==> src/rtl/id_ex_stage_pkg.sv <==
// id_ex_stage_pkg: ALU op codes, decode-stage aluop/funct encodings and the ALU control decode shared by the ID/EX stage.
package id_ex_stage_pkg;

    localparam logic [2:0] ALU_AND   = 3'b000;
    localparam logic [2:0] ALU_OR    = 3'b001;
    localparam logic [2:0] ALU_ADD   = 3'b010;
    localparam logic [2:0] ALU_SUB   = 3'b110;
    localparam logic [2:0] ALU_SLT   = 3'b111;
    localparam logic [2:0] ALU_RESET = ALU_ADD;

    localparam logic [1:0] ALUOP_ADD   = 2'b00;
    localparam logic [1:0] ALUOP_SUB   = 2'b01;
    localparam logic [1:0] ALUOP_RTYPE = 2'b10;
    localparam logic [1:0] ALUOP_OR    = 2'b11;

    localparam logic [5:0] FUNCT_ADD = 6'h20;
    localparam logic [5:0] FUNCT_SUB = 6'h22;
    localparam logic [5:0] FUNCT_AND = 6'h24;
    localparam logic [5:0] FUNCT_OR  = 6'h25;
    localparam logic [5:0] FUNCT_SLT = 6'h2A;

    typedef struct packed {
        logic       illegal;
        logic [2:0] op;
    } alu_dec_t;

    // Unknown R-type functs fall back to ADD but are flagged illegal.
    function automatic alu_dec_t decode_alu(input logic [1:0] aluop, input logic [5:0] funct);
        alu_dec_t   d;
        logic [2:0] rop;
        logic       legal;
        rop   = funct == FUNCT_ADD ? ALU_ADD :
                funct == FUNCT_SUB ? ALU_SUB :
                funct == FUNCT_AND ? ALU_AND :
                funct == FUNCT_OR  ? ALU_OR  :
                funct == FUNCT_SLT ? ALU_SLT : ALU_ADD;
        legal = funct == FUNCT_ADD || funct == FUNCT_SUB || funct == FUNCT_AND ||
                funct == FUNCT_OR  || funct == FUNCT_SLT;
        d.op  = aluop == ALUOP_ADD ? ALU_ADD :
                aluop == ALUOP_SUB ? ALU_SUB :
                aluop == ALUOP_OR  ? ALU_OR  : rop;
        d.illegal = aluop == ALUOP_RTYPE && !legal;
        return d;
    endfunction

endpackage

==> src/rtl/id_ex_stage_fwd_sel.sv <==
// fwd_sel: picks the newest value of one register operand from EX/MEM, MEM/WB or the stored copy.
module fwd_sel #(
    parameter int WIDTH = 32,
    parameter int REGW  = 5
) (
    input  logic [REGW-1:0]  idx,
    input  logic [WIDTH-1:0] val,
    input  logic             exm_regwrite,
    input  logic [REGW-1:0]  exm_dst,
    input  logic [WIDTH-1:0] exm_result,
    input  logic             wb_regwrite,
    input  logic [REGW-1:0]  wb_dst,
    input  logic [WIDTH-1:0] wb_result,
    output logic [WIDTH-1:0] fwd
);
    logic nz;
    assign nz  = |idx;
    assign fwd = (exm_regwrite && nz && exm_dst == idx) ? exm_result :
                 (wb_regwrite  && nz && wb_dst  == idx) ? wb_result  : val;
endmodule

==> src/rtl/id_ex_stage.sv <==
// id_ex_stage: ID/EX pipeline register with ALU control decode, operand forwarding, stall and flush.
module id_ex_stage
    import id_ex_stage_pkg::*;
#(
    parameter int WIDTH = 32,
    parameter int REGW  = 5
) (
    input  logic             clk,
    input  logic             reset,
    input  logic             stall,
    input  logic             flush,
    input  logic             id_valid,
    input  logic [WIDTH-1:0] id_rd1,
    input  logic [WIDTH-1:0] id_rd2,
    input  logic [WIDTH-1:0] id_imm,
    input  logic [REGW-1:0]  id_rs,
    input  logic [REGW-1:0]  id_rt,
    input  logic [REGW-1:0]  id_rd,
    input  logic [1:0]       id_aluop,
    input  logic [5:0]       id_funct,
    input  logic             id_alusrc,
    input  logic             id_regdst,
    input  logic             id_regwrite,
    input  logic             id_memread,
    input  logic             id_memwrite,
    input  logic             id_memtoreg,
    input  logic             exm_regwrite,
    input  logic [REGW-1:0]  exm_dst,
    input  logic [WIDTH-1:0] exm_result,
    input  logic             wb_regwrite,
    input  logic [REGW-1:0]  wb_dst,
    input  logic [WIDTH-1:0] wb_result,
    output logic [WIDTH-1:0] alu_a,
    output logic [WIDTH-1:0] alu_b,
    output logic [2:0]       alu_op,
    output logic [WIDTH-1:0] ex_store_data,
    output logic [REGW-1:0]  ex_dst,
    output logic             ex_valid,
    output logic             ex_regwrite,
    output logic             ex_memread,
    output logic             ex_memwrite,
    output logic             ex_memtoreg,
    output logic             ex_illegal
);
    logic             valid, alusrc, regwrite, memread, memwrite, memtoreg, illegal;
    logic [REGW-1:0]  rs, rt, dst;
    logic [WIDTH-1:0] rd1, rd2, imm, fwd_a, fwd_b;
    logic [2:0]       op;
    alu_dec_t         dec;

    assign dec = decode_alu(id_aluop, id_funct);

    fwd_sel #(.WIDTH(WIDTH), .REGW(REGW)) u_fwd_a (
        .idx(rs), .val(rd1),
        .exm_regwrite(exm_regwrite), .exm_dst(exm_dst), .exm_result(exm_result),
        .wb_regwrite(wb_regwrite), .wb_dst(wb_dst), .wb_result(wb_result),
        .fwd(fwd_a)
    );

    fwd_sel #(.WIDTH(WIDTH), .REGW(REGW)) u_fwd_b (
        .idx(rt), .val(rd2),
        .exm_regwrite(exm_regwrite), .exm_dst(exm_dst), .exm_result(exm_result),
        .wb_regwrite(wb_regwrite), .wb_dst(wb_dst), .wb_result(wb_result),
        .fwd(fwd_b)
    );

    // A stalled instruction refreshes its operands so writebacks retiring during the stall stick.
    always_ff @(posedge clk) begin
        if (reset || flush || (!stall && !id_valid)) begin
            valid    <= 1'b0;
            alusrc   <= 1'b0;
            regwrite <= 1'b0;
            memread  <= 1'b0;
            memwrite <= 1'b0;
            memtoreg <= 1'b0;
            illegal  <= 1'b0;
            rs       <= '0;
            rt       <= '0;
            dst      <= '0;
            rd1      <= '0;
            rd2      <= '0;
            imm      <= '0;
            op       <= ALU_RESET;
        end else if (stall) begin
            rd1 <= fwd_a;
            rd2 <= fwd_b;
        end else begin
            valid    <= 1'b1;
            alusrc   <= id_alusrc;
            regwrite <= id_regwrite;
            memread  <= id_memread;
            memwrite <= id_memwrite;
            memtoreg <= id_memtoreg;
            illegal  <= dec.illegal;
            rs       <= id_rs;
            rt       <= id_rt;
            dst      <= id_regdst ? id_rd : id_rt;
            rd1      <= id_rd1;
            rd2      <= id_rd2;
            imm      <= id_imm;
            op       <= dec.op;
        end
    end

    assign alu_a         = fwd_a;
    assign alu_b         = alusrc ? imm : fwd_b;
    assign alu_op        = op;
    assign ex_store_data = fwd_b;
    assign ex_dst        = dst;
    assign ex_valid      = valid;
    assign ex_regwrite   = regwrite & valid;
    assign ex_memread    = memread & valid;
    assign ex_memwrite   = memwrite & valid;
    assign ex_memtoreg   = memtoreg;
    assign ex_illegal    = illegal & valid;
endmodule

==> config.mk <==
export PLATFORM = sky130hd
export DESIGN_NAME = id_ex_stage
export DESIGN_NICKNAME = d
export VERILOG_FILES = /design/src/rtl/id_ex_stage_pkg.sv /design/src/rtl/id_ex_stage_fwd_sel.sv /design/src/rtl/id_ex_stage.sv
export SDC_FILE = /design/constraint.sdc
export NUM_CORES = 1
export LEC_CHECK = 0
export CAP_MARGIN = 30
export CORE_MARGIN = 2
export CORE_UTILIZATION = 30
export DETAILED_ROUTE_END_ITERATION = 10
export GPL_TIMING_DRIVEN = 0
export HOLD_SLACK_MARGIN = 0.08
export PLACE_DENSITY_LB_ADDON = 0.25
export RECOVER_POWER = 100
export SETUP_SLACK_MARGIN = 0.2
export SYNTH_ARGS = -nofsm -noshare
export SYNTH_HDL_FRONTEND = slang
export SYNTH_SLANG_ARGS = --single-unit
==> constraint.sdc <==
create_clock -name clk -period 2.29 [get_ports clk]
set_input_delay 0.458 -clock clk [delete_from_list [all_inputs] [get_ports clk]]
set_output_delay 0.458 -clock clk [all_outputs]
set_load 0.005 [all_outputs]
Word level (Yosys, flattened, before mapping)
Cells that the tools add are included.
{"block": "totals", "in_bits": 206, "ff_bits": 121, "out_inout_bits": 110}
{"block": "op_classes", "n_reduce_logical": 22, "n_eq_ne": 12, "n_mux": 16, "n_bitwise": 4}
{"op": "two-way mux 32 bit", "n": 7}
{"op": "equality test 6 bit (second input constant)", "n": 5}
{"op": "two-way mux 3 bit", "n": 8}
{"op": "equality test 5 bit", "n": 4}
{"op": "logical AND 1 bit", "n": 10}
{"op": "OR reduction 5 bit", "n": 2}
{"op": "logical OR 1 bit", "n": 6}
{"op": "two-way mux 5 bit", "n": 1}
{"op": "bitwise AND 1 bit", "n": 4}
{"op": "equality test 2 bit (second input constant)", "n": 2}
{"op": "zero test 1 bit", "n": 3}
{"op": "equality test 2 x 1 -> 1 bit (second input constant)", "n": 1}
{"op": "zero test 2 bit", "n": 1}

Depth between registers and ports, before layout
{"block": "logic_depth", "ltp_word": 9, "ltp_mapped": 7}

By module
From an unflattened synthesis, not the netlist that was laid out.
{"block": "hier_totals", "cells_unflattened": 790, "area_unflattened_um2": 6707.7}
{"mod": "id_ex_stage", "cells_each": 452, "seq_area_each_um2": 2422.3, "instances": 1, "area_per_inst_um2": 4810.9}
{"mod": "fwd_sel", "cells_each": 169, "seq_area_each_um2": 0.0, "instances": 2, "area_per_inst_um2": 948.4}

Least setup slack after synthesis
Ideal clock, no wire load.
{"block": "synth_path", "kind": "input-to-output", "from": "in wb_dst[2]", "to": "out ex_store_data[10]", "t_arrival_ns": 1.822, "stages": 5, "setup_slack_ns": 0.010, "cell_sequence": "or3_4 -> a211oi_4 -> buf_8 -> mux2i_1 -> a21oi_1"}
{"block": "synth_between", "elab_chain_cells": 4}
{"item": "start: declaration", "line_no": "id_ex_stage.sv:31", "text": "input logic [REGW-1:0] wb_dst,"}
{"item": "equality test 5 bit", "line_no": "id_ex_stage_fwd_sel.sv:19", "text": "(wb_regwrite && nz && wb_dst == idx) ? wb_result : val;"}
{"item": "logical AND 1 bit", "line_no": "id_ex_stage_fwd_sel.sv:19"}
{"item": "two-way mux 32 bit", "line_no": "id_ex_stage_fwd_sel.sv:19"}
{"item": "two-way mux 32 bit", "line_no": "id_ex_stage_fwd_sel.sv:18", "text": "assign fwd = (exm_regwrite && nz && exm_dst == idx) ? exm_result :"}
{"item": "end: declaration", "line_no": "id_ex_stage.sv:36", "text": "output logic [WIDTH-1:0] ex_store_data,"}
Every way passes these cells.

Final worst setup path
{"block": "layout_path", "from": "reg rt[0]", "to": "out alu_b[18]"}
{"block": "layout_between", "elab_chain_cells": 6}
{"item": "start: declaration", "line_no": "id_ex_stage.sv:46", "text": "logic [REGW-1:0] rs, rt, dst;"}
{"item": "start signal: assignment", "line_no": "id_ex_stage.sv:96", "text": "rt <= id_rt;"}
{"item": "OR reduction 5 bit", "line_no": "id_ex_stage_fwd_sel.sv:17", "text": "assign nz = |idx;"}
{"item": "logical AND 1 bit (2 in series)", "line_no": "id_ex_stage_fwd_sel.sv:19"}
{"item": "two-way mux 32 bit", "line_no": "id_ex_stage_fwd_sel.sv:19"}
{"item": "two-way mux 32 bit *", "line_no": "id_ex_stage_fwd_sel.sv:18"}
{"item": "two-way mux 32 bit *", "line_no": "id_ex_stage.sv:106", "text": "assign alu_b = alusrc ? imm : fwd_b;"}
{"item": "end: declaration", "line_no": "id_ex_stage.sv:34", "text": "output logic [WIDTH-1:0] alu_b,"}
Every way passes the cells marked *; elsewhere a longest branch is shown, timed or not.

==> metrics <==
number of synthesized register bits=around 120; CTS Buf Count=17; crit path DAT=2.57 ns; Internal Dissipation=about 4.6 mW; async set-reset flop share out of synthesis=0%; detailed-route DRC error count=0; post-layout net count=1604; run status=complete, but fails checks; drt via density=between 5 and 6; maximum vdd drop=385 µV; sequential cell area=2450 µm²; power spent charging and discharging nets=1.76 mW; max-cap viol count=0; total non-filler cell area in the finished layout=14900 µm²; cells along the critical path=buf_4 > xnor2_2 > nand3_2 > a211oi_4 > buf_12 > buf_12 > buf_16 > mux2i_4 > buf_6 > a221oi_4 > buf_2; cell mode on critical path=sky130_fd_sc_hd__buf_12; Multi-input gate area=approximately 5700 µm²; total power density per cell area=427 nW/µm²; H-tree depth reported by CTS=4; CTS max path bufs=2; router iterations before antenna repair=5; count of placed standard cells in the final layout, fillers left out=1734; die outline area=25900 µm²; 1st-iter DRT viols=around 670; Rows=between 50 and 60; die width=between 150 and 200 µm; slowest cell on the critical path=sky130_fd_sc_hd__dfxtp_4; Leak=5.87 nW; syn_area_per_cell=8.40 µm²; portion of total power attributed to combinational logic=21.5%; Critical Path Fanout Max=7; cell area after synthesis=approximately 7400 µm²; Port-buffer cells=313; critical path type=reg -> out; launching element type of the critical path=flop; Avg WL per Cell=23.2 µm; share of the clock period used by the worst path after layout=132%; placement-stage cell area=11000 µm²; net count after synthesis=1086; wire length reported by the detailed router=40200 µm; hold violation total from the final report=0; routed via count=around 9300; sequential share of power=34.6%; critical path data required time=approximately 1.8 ns; final number of setup-violating endpoints=100; synthesized instance count=just under 900; fraction of layout cells with a size suffix above 1=about 40%; Worst Max-Slew Pin Slew=0.801 ns; max-slew violation total from the final report=0; Total Power=6.36 mW; placer's final routability congestion estimate=0.817; post-route ant nets=0; P&R area growth vs syn=102%; post-detailed-placement half-perimeter wirelength=about 26000 µm; crit path capture type=output port; worst rel slew slack=46.6%; violations in the final reports=setup timing; core outline area=24200 µm²; setup slack of the critical path after layout=-0.741 ns; classification of the worst-slack hold path=reg -> reg; number of global-route vias before repair=9373; maximum number of pins on one net before global-route repair=17; maximum achievable frequency=0.330 GHz; clk_lat worst skew=0.42 ns; Overflow after GRT=0; Unique masters post-synth=41; minimum clock period=between 3 and 4 ns; unrepaired setup endpoints after global routing=yes; antenna violations before repair=1; CTS root buf=sky130_fd_sc_hd__clkbuf_16; sequential-to-total area share from yosys stat=32.8%; top flip-flop cell by instance count after synthesis=sky130_fd_sc_hd__dfxtp_1; I/O Pins=around 320; max incr delay on CP=roughly 0.36 ns; post-layout util=61.5%; Die Span Y=161 µm; first-pass GRT wire length=58100 µm; # fillers=2062; EDFF count, synth=0; Net Sw Frac=27.7%; Hold Buf Count CTS=0; clock tree skew after final layout=0.00864 ns; placed cell count=1517; CTS tree=built; total routing resource utilization after global routing=29.6%; Yosys warning total=0; clock slew at the register clock pins of the worst setup and hold paths=0.06 ns; clock tree sinks=121; part of the power in the clock network=43.9%; initial standard-cell utilization of the core=30.5%
## state kept, by name (all words and copies together), names as in the netlist
signal,count
ex_valid,1
regwrite,1
memread,1
rs,5
rd2,32
imm,32
rt,5
rd1,32
memwrite,1
alu_op,3
illegal,1
ex_dst,5
alusrc,1
ex_memtoreg,1
## power groups by stage
stage / combinational, mW / sequential, mW / clock [mW]
final: 1.37 / 2.20 / 2.79
after global routing: 1.44 / 2.21 / 2.90
after CTS: 1.28 / 2.20 / 2.81
after detailed placement: 1.13 / 2.24 / 0
after global placement: 1.13 / 2.24 / 0
after floorplan: 0.398 / 2.23 / 0
## stage by stage
stage / setup slack, ns / setup TNS [ns] / hold slack, ns
after CTS: -0.759 / -55.85 / 0.462
after detailed placement: -1.65 / -197.20 / 0.452
final: -0.741 / -58.97 / 0.464
after global routing: -0.804 / -67.68 / 0.502
after global placement: -1.63 / -197.02 / 0.449
after floorplan: 0.00997 / 0 / 0.436
## worst max-delay path, delay by kind of cell (launching register included)
family          cells  cell delay, ns
buf+inv             6            0.92
mux                 1            0.27
xor+xnor            1            0.17
simple gates        1            0.12
compound gates      2            0.31
flops               1            0.36
## path summary, 6_finish.rpt
kind	endpoint	depth (start not counted)	startpoint	slack (ns)
max	alu_b[18]	11	rt[0]	-0.74
max reg2reg	rd1[9]	14	rs[1]	-0.16
min	illegal	2	illegal	0.46
min reg2reg	illegal	2	illegal	0.46
## routing by layer
layer	vias up	part of all wire (%)	GRT usage, %
met5	-	0	0
li1	4283	-	-
met1	4510	41	37.5
met4	0	2.1	8.56
met3	64	8.0	6.99
met2	486	49	50.5
## synthesized netlist by cell type, types with 11 or more instances
library cell,number,area [µm²]
sky130_fd_sc_hd__xor2_1,11,96.3
sky130_fd_sc_hd__nor3_1,33,165
sky130_fd_sc_hd__dfxtp_1,121,2420
sky130_fd_sc_hd__nand4_1,58,363
sky130_fd_sc_hd__clkbuf_1,70,263
sky130_fd_sc_hd__nor2_1,123,462
sky130_fd_sc_hd__mux2i_1,117,1170
sky130_fd_sc_hd__nand3b_1,58,435
sky130_fd_sc_hd__o211ai_1,58,435
sky130_fd_sc_hd__a21oi_1,76,380
sky130_fd_sc_hd__a221oi_2,30,450
sky130_fd_sc_hd__inv_1,33,124
## kinds of logic (layout without fill, tap and decap cells)
kind of cell           Yosys count  in the layout  share of synthesized area (%)
AO/OA/AOI/OAI                  186            186                           19.4
XOR/XNOR                        18             18                           2.13
buffers and inverters          123            652                           6.92
flip-flops                     121            121                           32.8
multiplexers                   117            117                           15.8
other                            0              1                              0
AND/OR/NAND/NOR                315            315                           22.9
## cell usage in the layout (no fill, tap or decap), types with 25 or more instances in the layout
cell / synthesis / routed
sky130_fd_sc_hd__clkdlybuf4s50_1: 0 / 195
sky130_fd_sc_hd__clkbuf_2: 0 / 36
sky130_fd_sc_hd__nor3_1: 33 / 30
sky130_fd_sc_hd__buf_4: 3 / 31
sky130_fd_sc_hd__a21oi_2: 0 / 56
sky130_fd_sc_hd__a221oi_2: 30 / 27
sky130_fd_sc_hd__nand3b_1: 58 / 58
sky130_fd_sc_hd__mux2i_4: 0 / 60
sky130_fd_sc_hd__buf_12: 0 / 25
sky130_fd_sc_hd__o211ai_1: 58 / 58
sky130_fd_sc_hd__buf_6: 0 / 133
sky130_fd_sc_hd__mux2i_1: 117 / 55
sky130_fd_sc_hd__clkbuf_1: 70 / 26
sky130_fd_sc_hd__nor2_1: 123 / 119
sky130_fd_sc_hd__dfxtp_1: 121 / 114
sky130_fd_sc_hd__buf_2: 4 / 90
sky130_fd_sc_hd__nand4_1: 58 / 58
sky130_fd_sc_hd__inv_1: 33 / 33
## area by class of cell
cell class	count	area share, %
Timing Repair Buffer	500	33.4
Antenna cell	1	0.0168
Inverter	33	0.831
Buffer	89	4.75
Multi-Input combinational cell	636	38.0
Clock inverter	12	1.03
Sequential cell	121	16.4
Tap cell	324	2.72
Clock buffer	18	2.88
## repair_timing
item | 4_1_cts | 5_1_grt
hold endpoints to repair | 0 | 0
buffers inserted | 149 | 31
endpoints found under the setup margin | 201 | 186
resized for setup | 735 | 170
pin swaps | 85 | 63
cloned | 7 | 0
Power figures use the tool's default switching activity.
==> RTL edit (same flow settings) <==
`REGW` is set to 5 in 2 places; all go to 6.
--- a/src/rtl/id_ex_stage_fwd_sel.sv
+++ b/src/rtl/id_ex_stage_fwd_sel.sv
@@ -2,5 +2,5 @@
 module fwd_sel #(
     parameter int WIDTH = 32,
-    parameter int REGW  = 5
+    parameter int REGW  = 6
 ) (
     input  logic [REGW-1:0]  idx,
--- a/src/rtl/id_ex_stage.sv
+++ b/src/rtl/id_ex_stage.sv
@@ -4,5 +4,5 @@
 #(
     parameter int WIDTH = 32,
-    parameter int REGW  = 5
+    parameter int REGW  = 6
 ) (
     input  logic             clk,
Ports: changed (6 resized); port bits go from 316 to 322. The function was not compared with the original's and may differ.
==> RTL edit against the original RTL <==
The run still ends with setup timing left. Synthesized area increased by 2.9%. Sequential cell count increased by 3. Total power increased by 2.8%. Clock skew increased by 0.0012 ns. Design area decreased by 1.2%. First-iteration DRC count increased by 17%. Non-clock buffer count decreased by 58. Via count increased by 5.4%. Utilization decreased by 2.6 points. Wire length increased by 3.7%. Setup slack improved by 0.047 ns. Critical path type unchanged. Largest cell class is now multi-input combinational cells. Largest power group unchanged. Highest routed layer is now met5.
==> RTL edit: results (changes against the original RTL) <==
Place
  • Gpl congestion: 0.8413 (+3.0%)
  • Placed wire-length estimate: 27,420 um (+4.1%)
  • Placement-stage cell area: 11,420 um2 (+4.3%)
  • Number of input and output port buffers inserted: 320 (+2.2%)
  • Setup slack after placement: -1.499 ns (+0.1478 ns)

Global routing
  • Number of global-route vias before repair: 9,897 (+5.6%)
  • Wire length of the first global-routing pass: 59,740 um (+2.9%)
  • Global-route usage over all layers: 0.2992 (+0.002755)
  • Initial antenna violation count: 3 (+2)
  • Largest net degree at the start of global routing: 17 (unchanged)

Timing
  • Largest clock skew in the final design: 0.009856 ns (+0.001218 ns)
  • Post-Route Setup TNS: -67.45 ns (-8.483 ns)
  • Slew at the pin with the worst max-slew slack: 0.8150 ns (+0.01387 ns)
  • Worst setup slack after layout: -0.6937 ns (+0.04691 ns)
  • Setup-failing EPs final: 187 (+87%)

Detailed routing
  • DR vias: 9,849 (+5.4%)
  • Final routed wire length divided by cell count: 23.64 um (+2.1%)
  • Detailed Route Iter0 Violations: 779 (+17%)

Finish
  • Proportion of layout cells with a drive suffix above 1: 0.3459 (-0.05508)
  • Total Nets Final: 1,630 (+1.6%)

Power and ir drop
  • Largest vdd supply drop: 0.0003580 V (-7.1%)
  • Standby leakage power: 5.787 nW (-1.4%)
  • Switching portion of total power: 0.2861 (+0.009571)

Synth
  • Synthesized Nets: 1,177 (+8.4%)
  • Leading post-synthesis cells by cell area: sky130_fd_sc_hd__dfxtp_1 (33%), sky130_fd_sc_hd__mux2i_1 (12%), sky130_fd_sc_hd__nor2_1 (7.9%), sky130_fd_sc_hd__nand3b_1 (5.4%), sky130_fd_sc_hd__o211ai_1 (5.3%)
  • Warnings from Yosys: 0 (unchanged)
  • Top cell types by occurrence after synthesis: sky130_fd_sc_hd__nor2_1 (160), sky130_fd_sc_hd__dfxtp_1 (124), sky130_fd_sc_hd__mux2i_1 (88)
  • Share of synthesized area occupied by flip-flops and latches: 0.3262 (-0.001372)
  • Number of distinct library cells after synthesis: 45 (+9.8%)

Critical path
  • Arr. time, crit path: 2.53 ns (-0.04 ns)
  • Launch point of the worst path: rs[2]$_SDFFE_PP0N_
  • R2R depth: 9 (-5)

Clocking
  • Number of buffers added by the clock tree synthesis step: 17 (unchanged)
  • Clock slew at reported path FFs: 0.06 ns (about the same)

Hold path
  • Worst hold-check path type: flop to flop
  • Min-Delay Path Depth: 2 (unchanged)

Outcome
  • Run status: finished, violations left
  • Failing checks: setup timing
[RTL edit: logic make-up after synthesis]
family / count (synthesis) / synth area share
AND/OR/NAND/NOR: 350 / 0.2394
AO/OA/AOI/OAI: 250 / 0.2183
buffers and inverters: 130 / 0.07267
flip-flops: 124 / 0.3262
multiplexers: 88 / 0.1158
XOR/XNOR: 24 / 0.02762
[RTL edit: final cells by class]
cell class | instances | area [um2]
Buffer | 97 | 1006
Sequential cell | 124 | 2511
Antenna cell | 1 | 2.502
Inverter | 33 | 123.9
Clock inverter | 12 | 148.9
Clock buffer | 19 | 432.9
Multi-Input combinational cell | 712 | 5927
Timing Repair Buffer | 434 | 4170
Tap cell | 330 | 412.9
Fill cell | 2214 | 10300
[RTL edit: timing repair]
item | in CTS | in global routing
gates cloned | 18 | 4
endpoints found under the setup margin | 213 | 195
buffers inserted | 59 | 33
gates resized for setup | 674 | 161
pin swaps | 130 | 83
[RTL edit: metal layers]
| layer | vias to the layer above | routed length [um] | GRT usage | part of all wire |
|---|---|---|---|---|
| li1 | 4450 | - | - | - |
| met5 | - | 12 | 0 | 0.00029 |
| met1 | 4784 | 17020 | 0.3713 | 0.41 |
| met3 | 88 | 3535 | 0.07085 | 0.085 |
| met4 | 2 | 1343 | 0.1231 | 0.032 |
| met2 | 525 | 19750 | 0.4975 | 0.47 |
[RTL edit: power groups by stage]
stage                     combinational (mW)  sequential, mW  clock [mW]
after floorplan                        0.423            2.29           0
after global placement                  1.15            2.29           0
after detailed placement                1.15            2.29           0
after CTS                               1.37            2.25        2.83
after global routing                    1.54            2.25        2.93
final                                   1.47            2.25        2.82
[RTL edit: worst max-delay path, cell delays in order, from the launching register on]
cell and delay, ns:
sky130_fd_sc_hd__dfxtp_4 0.34, sky130_fd_sc_hd__or4_4 0.54, sky130_fd_sc_hd__nor3_4 0.31, sky130_fd_sc_hd__nor3_4 0.07, sky130_fd_sc_hd__buf_12 0.17, sky130_fd_sc_hd__buf_16 0.15
sky130_fd_sc_hd__mux2i_2 0.16, sky130_fd_sc_hd__a21oi_2 0.20, sky130_fd_sc_hd__buf_2 0.15
[RTL edit: path summary, 6_finish.rpt]
check	to	slack [ns]
setup reg to reg	rd1[30]$_SDFF_PP0_	-0.01
hold / removal	illegal$_SDFFE_PP0N_	0.46
setup / recovery	alu_a[14]	-0.69
hold reg to reg	illegal$_SDFFE_PP0N_	0.46
[RTL edit: per-stage QoR]
step / std cells / power, mW
detailed placement: 1616 / 3.448
CTS: 1724 / 6.444
global route: 1761 / 6.722
finish: 1762 / 6.542
global placement: 1616 / 3.441
floorplan: 966 / 2.710
